==> src/rtl/gray_scan_pkg.sv <==
// Shared types and helpers for the Gray-coded scan sequencer.
package gray_scan_pkg;

    typedef enum logic [1:0] {
        IDLE = 2'd0,
        RUN  = 2'd1,
        HOLD = 2'd2,
        DONE = 2'd3
    } state_e;

    typedef enum logic [1:0] {
        OP_HOLD = 2'd0,
        OP_LOAD = 2'd1,
        OP_INC  = 2'd2,
        OP_DEC  = 2'd3
    } step_op_e;

    localparam logic DIR_UP   = 1'b0;
    localparam logic DIR_DOWN = 1'b1;

    localparam int unsigned GRAY_MAX_W = 32;

    // Callers zero-extend into the wide argument and truncate the result back to N bits.
    function automatic logic [GRAY_MAX_W-1:0] bin2gray(input logic [GRAY_MAX_W-1:0] b);
        return b ^ (b >> 1);
    endfunction

endpackage

==> src/rtl/gray_step_core.sv <==
// N-bit binary position register with load/inc/dec/hold; the Gray copy is
// derived from the next binary value so both registers always agree.
module gray_step_core
    import gray_scan_pkg::*;
#(
    parameter int N = 4
) (
    input  logic         clk,
    input  logic         rst,
    input  step_op_e     op_i,
    input  logic [N-1:0] load_val_i,
    output logic [N-1:0] bin_o,
    output logic [N-1:0] gray_o
);

    logic [N-1:0] bin_q;
    logic [N-1:0] bin_d;
    logic [N-1:0] gray_q;
    logic [N-1:0] gray_d;

    always_comb begin
        bin_d = bin_q;
        unique case (op_i)
            OP_LOAD: bin_d = load_val_i;
            OP_INC:  bin_d = bin_q + N'(1);
            OP_DEC:  bin_d = bin_q - N'(1);
            default: bin_d = bin_q;
        endcase
        gray_d = N'(bin2gray(GRAY_MAX_W'(bin_d)));
    end

    always_ff @(posedge clk) begin
        if (!rst) begin
            bin_q  <= '0;
            gray_q <= '0;
        end else begin
            bin_q  <= bin_d;
            gray_q <= gray_d;
        end
    end

    assign bin_o  = bin_q;
    assign gray_o = gray_q;

endmodule

==> src/rtl/gray_scan_ctrl.sv <==
// Scan sequencer: start/stop/pause FSM, latched scan parameters and
// one-cycle done/wrap/abort pulses around a Gray-coded step core.
module gray_scan_ctrl
    import gray_scan_pkg::*;
#(
    parameter int N = 4
) (
    input  logic         clk,
    input  logic         rst,
    input  logic         start,
    input  logic         stop,
    input  logic         pause,
    input  logic         dir,
    input  logic         wrap_en,
    input  logic [N-1:0] limit,
    output logic [N-1:0] bin_out,
    output logic [N-1:0] gray_out,
    output logic         busy,
    output logic         done,
    output logic         wrap,
    output logic         abort
);

    state_e       state_q, state_d;
    logic         dir_q, dir_d;
    logic         wrap_en_q, wrap_en_d;
    logic [N-1:0] limit_q, limit_d;
    logic         wrap_q, wrap_d;
    logic         abort_q, abort_d;
    step_op_e     op;
    logic [N-1:0] load_val;
    logic [N-1:0] start_val;
    logic [N-1:0] term_val;

    assign start_val = (dir_q == DIR_DOWN) ? limit_q : '0;
    assign term_val  = (dir_q == DIR_DOWN) ? '0 : limit_q;

    always_comb begin
        state_d   = state_q;
        dir_d     = dir_q;
        wrap_en_d = wrap_en_q;
        limit_d   = limit_q;
        wrap_d    = 1'b0;
        abort_d   = 1'b0;
        op        = OP_HOLD;
        load_val  = '0;
        unique case (state_q)
            IDLE: begin
                if (start) begin
                    // Load from the raw inputs: the latches only update at this same edge.
                    dir_d     = dir;
                    wrap_en_d = wrap_en;
                    limit_d   = limit;
                    op        = OP_LOAD;
                    load_val  = (dir == DIR_DOWN) ? limit : '0;
                    state_d   = RUN;
                end
            end
            RUN: begin
                if (stop) begin
                    abort_d = 1'b1;
                    state_d = IDLE;
                end else if (pause) begin
                    state_d = HOLD;
                end else if (bin_out != term_val) begin
                    op = (dir_q == DIR_DOWN) ? OP_DEC : OP_INC;
                end else if (wrap_en_q) begin
                    op       = OP_LOAD;
                    load_val = start_val;
                    wrap_d   = 1'b1;
                end else begin
                    state_d = DONE;
                end
            end
            HOLD: begin
                if (stop) begin
                    abort_d = 1'b1;
                    state_d = IDLE;
                end else if (!pause) begin
                    state_d = RUN;
                end
            end
            default: state_d = IDLE;
        endcase
    end

    always_ff @(posedge clk) begin
        if (!rst) begin
            state_q   <= IDLE;
            dir_q     <= 1'b0;
            wrap_en_q <= 1'b0;
            limit_q   <= '0;
            wrap_q    <= 1'b0;
            abort_q   <= 1'b0;
        end else begin
            state_q   <= state_d;
            dir_q     <= dir_d;
            wrap_en_q <= wrap_en_d;
            limit_q   <= limit_d;
            wrap_q    <= wrap_d;
            abort_q   <= abort_d;
        end
    end

    gray_step_core #(.N(N)) u_core (
        .clk        (clk),
        .rst        (rst),
        .op_i       (op),
        .load_val_i (load_val),
        .bin_o      (bin_out),
        .gray_o     (gray_out)
    );

    assign busy  = (state_q == RUN) || (state_q == HOLD);
    assign done  = (state_q == DONE);
    assign wrap  = wrap_q;
    assign abort = abort_q;

endmodule

==> config.mk <==
export PLATFORM = sky130hd
export DESIGN_NAME = gray_scan_ctrl
export DESIGN_NICKNAME = d
export VERILOG_FILES = /design/src/rtl/gray_scan_pkg.sv /design/src/rtl/gray_step_core.sv /design/src/rtl/gray_scan_ctrl.sv
export SDC_FILE = /design/constraint.sdc
export NUM_CORES = 1
export LEC_CHECK = 0
export BUFFER_PORTS_ARGS = -buffer_cell sky130_fd_sc_hd__buf_2
export CAP_MARGIN = 20
export CORE_ASPECT_RATIO = 1.5
export CORE_UTILIZATION = 50
export DETAILED_ROUTE_END_ITERATION = 10
export PLACE_DENSITY = 0.74
export SETUP_SLACK_MARGIN = 0.5
export SYNTH_ARGS = -nofsm -noshare
export SYNTH_HDL_FRONTEND = slang
export SYNTH_SLANG_ARGS = --single-unit
==> constraint.sdc <==
create_clock -name clk -period 4.3 [get_ports clk]
set_clock_uncertainty 0.05 [all_clocks]
set_input_delay 0.43 -clock clk [delete_from_list [all_inputs] [get_ports clk]]
set_output_delay 0.43 -clock clk [all_outputs]
set_load 0.02 [all_outputs]
==> run_results.csv, run 1 <==
group,metric,value,unit
timing,tightestPinTransition,0.4109,ns
global_routing,grt_pass1_wl,3926,um
setup_path,crit_arrival,3.73,ns
clocking,root_buffer,"clkbuf_4",
timing,timing.hold.ws,0.3232,ns
synth,synth_edf_count,0,
power,seq_power_share,40.4,%
route,routed_wl,2540,um
synth,syn-cell-area,1146,um^2
placed_design,dp_slack,0.5079,ns
timing,fmax,0.2799,GHz
setup_path,worstPathCellList,"and4bb_1 -> nand2b_1 -> a32oi_4 -> mux2i_4 -> nor2_1 -> nor2_1 -> ha_1 -> a21o_1 -> a21oi_2 -> nor3_1 -> or4_1 -> o221a_2 -> xnor2_1 -> and2_1",
power,p_clk_share,17.2,%
global_routing,grt_overflow,0,
clocking,cts_tree,"done",
finish,final_cell_mix,"buf_2, nand2_1, dfxtp_1",
synth,yosysUniqueCellTypes,43,
synth,synthCells,131,
setup_path,cp.depth,14,
setup_path,critPathBufInv,0,
hold_path,min_path_type,"input pin to flip-flop",
synth,synth_area_leaders,"dfxtp_1, ha_1, nand2_1, nor2b_1, nor2_1",
power,vdd_drop_max,0.0002013,V
timing,max_slew_margin,72.32,%
clocking,insertion_delay,0.30,ns
timing,period_share,83.09,%
finish,drive_above_1_share,26.92,%
global_routing,grt_max_degree,18,
placed_design,dp_hpwl,1926,um
status,status,"finished clean",
power,internal-power,315.7,uW
synth,syn_nets,149,
hold_path,whs_path_depth,3,
floorplan,start_util,54.52,%
finish,final_common_cell,"buf_2",
clocking,path_clk_slew,0.10,ns
timing,post-route-min-period,3.573,ns
timing,fin_ws,0.7272,ns
clocking,cts_buffers,3,
synth,yosysWarnings,0,
route,wl_per_cell,14.27,um
synth,async_flop_share,0,%
synth,synth_top_area_share,29.69,%
setup_path,path_max_fanout,11,
clocking,cts.path.max_buffers,2,
global_routing,antenna_found_initial,0,
placed_design,gp_congestion,0.8655,
clocking,h-tree-depth,1,
finish,fin_util,62.92,%
setup_path,cp-end-kind,"flip-flop",
setup_path,worstRegToRegCells,14,
power,switching_share,38.86,%
floorplan,num_io_pins,23,
route,first_pass_iters,4,
finish,syn_to_final_growth,15.39,%
flow_run,maxCapViolCount,0,
setup_path,critPathKind,"flip-flop to flip-flop",
timing,tns,0,ns
floorplan,core,2102,um^2
synth,avgSynthCellArea,8.749,um^2
clocking,hold_buffers,0,
setup_path,worstPathRequired,4.46,ns
floorplan,die_x,41.09,um
power,powerDensity,390.4,nW/um^2
setup_path,max_stage_delay,0.44,ns
timing,rsz0062_at_grt,"false",
synth,synthFlopType,"dfxtp_1",
setup_path,path_common_cell,"nor2_1",
route,drc,0,
route,ant_nets,0,
power,switchingPower,200.6,uW
floorplan,die-area,2491,um^2
route,viasPerCell,5.826,
setup_path,cp_slowest_cell,"dfxtp_1",
global_routing,grt_usage,22.96,%
global_routing,grt_pass1_vias,924,
setup_path,start_kind,"flip-flop",
placed_design,port-buffer-count,22,
route,drt-initial-drc-count,34,
finish,finalNetCount,175,
clocking,clock_sinks,17,
synth,ys_seq_area_share,29.69,%
finish,n_antenna_cell,0,
power,combPwrFrac,42.4,%
floorplan,rows,20,
route,vias,1037,
power,p_leak,0.0005651,uW
timing,maxSlewViolCount,0,
timing,hold_viol,0,
timing,setup_violations,0,
floorplan,die_y,60.64,um
synth,yosys.area.top_type,"dfxtp_1",
synth,yosys_register_bits,17,
setup_path,critical-path-top-delay-family,"simple AND/OR/NAND/NOR gates",
[flip-flops by register name (all words and copies together) (netlist names)]
register	count
dir_q	1
u_core.bin_o	3
abort	1
state_q	2
wrap	1
wrap_en_q	1
limit_q	4
u_core.gray_o	4
[final timing paths]
| path | from | endpoint | slack, ns |
|---|---|---|---|
| max | dir_q | u_core.gray_o[2] | 0.73 |
| min | wrap_en | wrap_en_q | 0.32 |
| max reg2reg | dir_q | u_core.gray_o[2] | 0.73 |
| min reg2reg | limit_q[1] | limit_q[1] | 0.48 |
[synth_stat cells (2+ instances only)]
| cell type | number |
|---|---|
| nand4b_1 | 2 |
| xor2_1 | 2 |
| nor2_1 | 12 |
| a21o_1 | 2 |
| a21oi_1 | 6 |
| or2_2 | 2 |
| and3_1 | 3 |
| dfxtp_1 | 17 |
| ha_1 | 6 |
| o31a_1 | 2 |
| nand2b_1 | 2 |
| xnor2_1 | 5 |
| clkbuf_1 | 2 |
| a21boi_0 | 5 |
| nor2b_1 | 8 |
| and2_1 | 5 |
| inv_1 | 5 |
| nand2_1 | 17 |
| a22oi_2 | 3 |
| o221ai_1 | 2 |
[stage by stage]
| step | total power [uW] | area [um^2] | cells |
|---|---|---|---|
| 2_1_floorplan | 375.2 | 1146 | 131 |
| 3_3_place_gp | 420.1 | 1265 | 172 |
| 3_5_place_dp | 425.9 | 1265 | 172 |
| 4_1_cts | 515.2 | 1301 | 176 |
| 5_1_grt | 548.3 | 1323 | 178 |
| 6_report | 516.3 | 1323 | 178 |
[power groups by stage]
stage / registers, uW / logic (uW) / clock network [uW]
after global placement: 210 / 210 / 0
after floorplan: 223 / 152 / 0
after CTS: 208 / 218 / 89.4
final: 209 / 219 / 88.8
after detailed placement: 211 / 215 / 0
after global routing: 212 / 242 / 94.7
[cell type report]
| type | count | area, um^2 |
|---|---|---|
| sequential | 17 | 342.8 |
| inverter | 5 | 18.77 |
| multi-input combinational | 105 | 773.2 |
| fill | 201 | 779.5 |
| clock buffer | 3 | 22.52 |
| clock inverter | 1 | 5.005 |
| timing repair buffer | 25 | 132.6 |
| tap | 22 | 27.53 |
[worst min-delay path, stage by stage]
cell and delay, ns:
buf_2 0.09, nand2_1 0.04, a21boi_0 0.07
[cell families after synthesis]
logic type,after synthesis,share of synthesized area (%)
compound gates,30,22.27
xor+xnor,7,5.349
fa+ha+maj,7,8.297
buf+inv,9,3.931
flops,17,29.69
mux,2,2.074
simple gates,59,28.38
[timing repair]
| action | CTS | global route |
|---|---|---|
| resized for setup | 1 | 3 |
| setup endpoints to repair | 1 | 2 |
| hold endpoints to repair | 0 | 0 |
| pin swaps | 0 | 0 |
| cloned | 0 | 0 |
| setup buffers | 0 | 2 |
[layer usage]
metal | global-route usage, % | up-vias | routed length [um]
met1 | 25.64 | 483 | 1064
li1 | - | 517 | -
met2 | 40.85 | 32 | 1332
met5 | 0 | - | 0
met4 | 11.06 | 0 | 48
met3 | 2.198 | 5 | 94
Power figures use the tool's default switching activity.
==> run 2: changes to the inputs <==
Settings changed: ABC_AREA set to 1.
Clock period 4.3 ns to 3.6 ns, I/O delays scaled along.
==> run_results.csv, run 2 <==
group,metric,value,unit
floorplan,die_y,60.51,um
global_routing,grt_pass1_wl,4133,um
placed_design,dp_hpwl,2050,um
route,wl_per_cell,11.41,um
timing,maxSlewViolCount,0,
route,viasPerCell,5.184,
clocking,path_clk_slew,0.11,ns
synth,yosys-top-cells-count,"nand2_1, nor2_1, inv_1",
finish,final_cell_mix,"nand2_1, nor2_1, inv_1, buf_2, dfxtp_1",
floorplan,core,2077,um^2
clocking,cts_tree,"done",
global_routing,antenna_found_initial,0,
synth,synth_top_family_by_area,"simple AND/OR/NAND/NOR gates",
finish,finalNetCount,214,
setup_path,path_max_fanout,8,
status,status,"finished clean",
clocking,clock_sinks,17,
synth,synth_top_area_share,29.82,%
synth,syn-cell-area,1141,um^2
finish,fillCellCount,212,
global_routing,grt_max_degree,11,
clocking,postCtsSetupBuffers,0,
hold_path,whs_path_depth,3,
route,first_pass_iters,5,
timing,tightestPinTransition,0.2841,ns
clocking,h-tree-depth,1,
floorplan,start_util,54.94,%
power,power,868.0,uW
power,p_leak,0.0007308,uW
setup_path,worstPathRequired,3.74,ns
power,vdd_drop_max,0.0003518,V
clocking,post_cts_resized,0,
timing,tns,0,ns
clocking,cts.path.max_buffers,2,
floorplan,num_io_pins,23,
synth,yosysUniqueCellTypes,26,
setup_path,start_kind,"flip-flop",
clocking,cts_buffers,3,
placed_design,gp_congestion,0.8875,
setup_path,critPathKind,"flip-flop to flip-flop",
synth,synth_compound_area_share,8.443,%
synth,yosys.area_share.simple,42.98,%
timing,fin_ws,0.8252,ns
clocking,hold_buffers,0,
placed_design,port-buffer-count,22,
placed_design,dp_slack,0.8589,ns
setup_path,crit_arrival,2.91,ns
route,drt-initial-drc-count,21,
synth,synth_mux_area_share,0,%
timing,rsz0062_at_grt,"false",
timing,max_slew_margin,81.04,%
synth,synthFlopType,"dfxtp_1",
synth,synth_most_common_cell,"nand2_1",
synth,yosys_register_bits,17,
timing,timing.hold.ws,0.2398,ns
clocking,insertion_delay,0.30,ns
timing,period_share,77.08,%
setup_path,cp-end-kind,"flip-flop",
route,ant_nets,0,
timing,fmax,0.3604,GHz
clocking,root_buffer,"clkbuf_4",
synth,ys_seq_area_share,29.82,%
hold_path,min_path_type,"input pin to flip-flop",
synth,synth-adder-area-share,8.333,%
route,vias,1125,
route,routed_wl,2477,um
setup_path,worstRegToRegCells,18,
synth,syn_nets,189,
flow_run,maxCapViolCount,0,
synth,synth_xor_area_share,1.535,%
global_routing,grt_usage,24.03,%
timing,hold_viol,0,
finish,syn_to_final_growth,13.38,%
finish,fin_util,62.29,%
synth,async_flop_share,0,%
timing,setup_violations,0,
floorplan,die-area,2481,um^2
synth,yosysWarnings,0,
global_routing,grt_pass1_vias,1076,
finish,drive_above_1_share,21.54,%
timing,post-route-min-period,2.775,ns
route,drc,0,
synth,synth_area_leaders,"dfxtp_1, nand2_1, nor2_1, inv_1, ha_1",
synth,yosys.area.top_type,"dfxtp_1",
floorplan,die_x,41.01,um
synth,synthCells,171,
synth,synth_edf_count,0,
floorplan,rows,20,
global_routing,grt_overflow,0,
synth,avgSynthCellArea,6.673,um^2
finish,n_antenna_cell,0,
power,powerDensity,670.9,nW/um^2
finish,final_common_cell,"nand2_1",
[run 2: cell count changes after synthesis, sizes merged, moves of 3 or more]
cell / previous run / this run
nor2b: 8 / 0
a21boi: 5 / 0
o21ai: 1 / 7
nand2: 17 / 47
inv: 5 / 24
xnor2: 5 / 0
nor2: 12 / 30
nand3: 1 / 22
and3: 3 / 0
and2: 7 / 0
a22oi: 3 / 0
[run 2: cell type report]
| type | instances | area (um^2) | share of cell area [%] |
|---|---|---|---|
| clock buffers | 4 | 26.28 | 2.031 |
| repair buffers | 22 | 110.1 | 8.511 |
| flip-flops and latches | 17 | 340.3 | 26.31 |
| multi-input cells | 128 | 699.4 | 54.06 |
| well taps | 22 | 27.53 | 2.128 |
| inverters | 24 | 90.09 | 6.963 |
[run 2: worst max-delay path: stages (launching register included)]
cell	delay, ns
dfxtp_1	0.48
inv_2	0.12
nand3_1	0.09
nand2_1	0.06
nor2_2	0.16
nand2_2	0.12
nand3_2	0.12
nand3_4	0.13
nand2_1	0.09
inv_1	0.07
ha_1	0.32
a21oi_1	0.15
nand2_1	0.08
xor2_1	0.17
nand3_1	0.10
nand3_1	0.12
nand3_2	0.08
nor2_1	0.09
nor2_1	0.05
[run 2: per-stage QoR]
step | cells | instance area (um^2)
6_report | 217 | 1294
5_1_grt | 217 | 1294
4_1_cts | 217 | 1294
3_5_place_dp | 213 | 1267
3_3_place_gp | 213 | 1267
2_1_floorplan | 171 | 1141
[run 2: cell families after synthesis]
kind of cell             count (synthesis)
AO/OA/AOI/OAI                           17
XOR/XNOR                                 2
adder cells (fa/ha/maj)                  7
buffers and inverters                   26
flip-flops                              17
AND/OR/NAND/NOR                        102
[run 2: layer usage]
metal,vias to the layer above,GRT usage (%),wire [um]
li1,591,-,-
met1,506,25.91,998
met2,23,45.09,1372
met3,5,2.198,73
met4,0,8.095,33
met5,-,0,0
[run 2: path summary, 6_finish.rpt]
kind | end | slack [ns] | start
hold / removal | abort | 0.24 | stop
hold reg to reg | wrap_en_q | 0.41 | wrap_en_q
setup / recovery | u_core.gray_o[2] | 0.83 | dir_q
setup reg to reg | u_core.gray_o[2] | 0.83 | dir_q
[run 2: power by group]
| part | switching [uW] | internal, uW | total, uW | leakage, uW |
|---|---|---|---|---|
| registers | 48.4 | 240 | 289 | 0.000140 |
| logic | 309 | 165 | 475 | 0.000576 |
| clock network | 61.3 | 43.2 | 105 | 0.0000150 |
| total | 419 | 449 | 868 | 0.000731 |
==> run 3: changes to the inputs <==
Clock period 3.6 ns to 2.75 ns, I/O delays scaled along.
==> run_results.csv, run 3 (synthesis gave the netlist of run 2 again) <==
group,metric,value,unit
floorplan,rows,20,
clocking,h-tree-depth,1,
setup_path,critPathKind,"flip-flop to flip-flop",
finish,final_cell_mix,"nand2_1, nor2_1, buf_2",
finish,n_antenna_cell,0,
finish,finalNetCount,224,
route,routed_wl,2904,um
timing,timing.hold.ws,0.1436,ns
placed_design,dp_hpwl,1990,um
floorplan,die_x,41.01,um
setup_path,worstRegToRegCells,21,
route,drt-initial-drc-count,30,
power,powerDensity,854.3,nW/um^2
timing,maxSlewViolCount,0,
timing,fmax,0.4301,GHz
clocking,path_clk_slew,0.11,ns
floorplan,die-area,2481,um^2
status,status,"finished clean",
timing,max_slew_margin,79.50,%
route,drc,0,
clocking,hold_buffers,0,
finish,syn_to_final_growth,35.86,%
timing,period_share,84.55,%
global_routing,grt_pass1_wl,4698,um
clocking,clock_sinks,17,
hold_path,min-delay-start,"stop",
global_routing,grt_max_degree,11,
setup_path,reg2reg_slack,0.42,ns
clocking,insertion_delay,0.30,ns
setup_path,cp-end-kind,"flip-flop",
global_routing,grt_pass1_vias,1178,
hold_path,whs_path_depth,3,
route,ant_nets,0,
hold_path,hold_end,"abort",
placed_design,gp_congestion,0.8543,
clocking,cts.path.max_buffers,2,
route,wl_per_cell,12.79,um
floorplan,start_util,54.94,%
placed_design,port-buffer-count,22,
setup_path,path_max_fanout,8,
flow_run,maxCapViolCount,0,
clocking,cts_tree,"done",
global_routing,grt_usage,27.52,%
hold_path,min_path_type,"input pin to flip-flop",
setup_path,start_kind,"flip-flop",
setup_path,r2r_start,"dir_q",
setup_path,crit_arrival,2.49,ns
timing,post-route-min-period,2.325,ns
clocking,cts_buffers,3,
finish,drive_above_1_share,42.44,%
setup_path,timing.rr.end,"u_core.gray_o[2]",
route,vias,1193,
timing,tightestPinTransition,0.3072,ns
timing,rsz0062_at_grt,"true",
placed_design,dpl.cell_count,213,
finish,final_common_cell,"nand2_1",
floorplan,core,2077,um^2
timing,tns,0,ns
global_routing,grt_overflow,0,
route,first_pass_iters,4,
route,viasPerCell,5.256,
timing,setup_violations,0,
floorplan,num_io_pins,23,
finish,final-instance-count-excl-fill,227,
timing,hold_viol,0,
finish,fin_util,74.64,%
power,p_leak,0.0007903,uW
clocking,root_buffer,"clkbuf_4",
global_routing,antenna_found_initial,0,
setup_path,worstPathRequired,2.92,ns
floorplan,die_y,60.51,um
power,vdd_drop_max,0.0005442,V
run 3: changes by cell type in the layout (fill, tap and decap cells not counted), sizes merged:
cell  before  now
buf       22   32
run 3: per-layer routing:
metal	vias up	routed length (um)	GRT usage, %	share of wire [%]
li1	612	-	-	-
met1	537	1087	25.97	37
met5	-	0	0	0
met4	0	101	15.24	3.5
met3	9	89	2.564	3.1
met2	35	1626	52.46	56
run 3: power breakdown:
| part | internal (uW) | leakage, uW | switching [uW] |
|---|---|---|---|
| Sequential | 326 | 0.000144 | 68.1 |
| Clock | 56.6 | 0.0000150 | 86.3 |
| Combinational | 299 | 0.000631 | 488 |
| Total | 681 | 0.000790 | 643 |
run 3: area by class of cell:
| cell class | count | area [um^2] |
|---|---|---|
| fill | 174 | 526.8 |
| multi-input combinational | 128 | 842.1 |
| timing repair buffer | 32 | 188.9 |
| tap | 22 | 27.53 |
| sequential | 17 | 362.8 |
| inverter | 24 | 102.6 |
| clock buffer | 4 | 26.28 |
run 3: critical path: stages, from the launching register on:
cell and delay (ns):
dfxtp_4 0.38, inv_8 0.07, nand2_2 0.04, nand2_1 0.05, nand2_1 0.05, nor2_2 0.15
nand2_2 0.13, nand3_4 0.09, nand3_4 0.07, nand2_2 0.09, inv_4 0.05, ha_4 0.28
nand3_2 0.08, nand2_2 0.09, xor2_2 0.15, inv_1 0.06, nand2_1 0.07, nand3_2 0.07
nand3_2 0.08, nand2_1 0.05, nand2_1 0.05, nor2_1 0.03
run 3: what timing repair did:
item / CTS / global route
pin swaps: 9 / 12
setup buffers: 8 / 2
gates resized for setup: 15 / 20
endpoints found under the setup margin: 6 / 6
run 3: worst max-delay path by stage:
stage	from	endpoint	slack [ns]	cells after the start
2_1_floorplan	dir_q	u_core.gray_o[2]	0.46	21
3_3_place_gp	state_q[1]	u_core.gray_o[2]	0.23	18
3_5_place_dp	state_q[1]	u_core.gray_o[2]	0.19	17
4_1_cts	dir_q	u_core.gray_o[2]	0.40	19
5_1_grt	dir_q	u_core.gray_o[2]	0.22	19
6_report	dir_q	u_core.gray_o[2]	0.42	21
run 3: through the flow:
step / area (um^2) / setup slack (ns) / total power (uW)
6_report: 1550 / 0.4249 / 1324
5_1_grt: 1550 / 0.2182 / 1435
4_1_cts: 1468 / 0.3984 / 1262
3_5_place_dp: 1316 / 0.1909 / 1026
3_3_place_gp: 1316 / 0.2346 / 1010
2_1_floorplan: 1190 / 0.4579 / 884.1
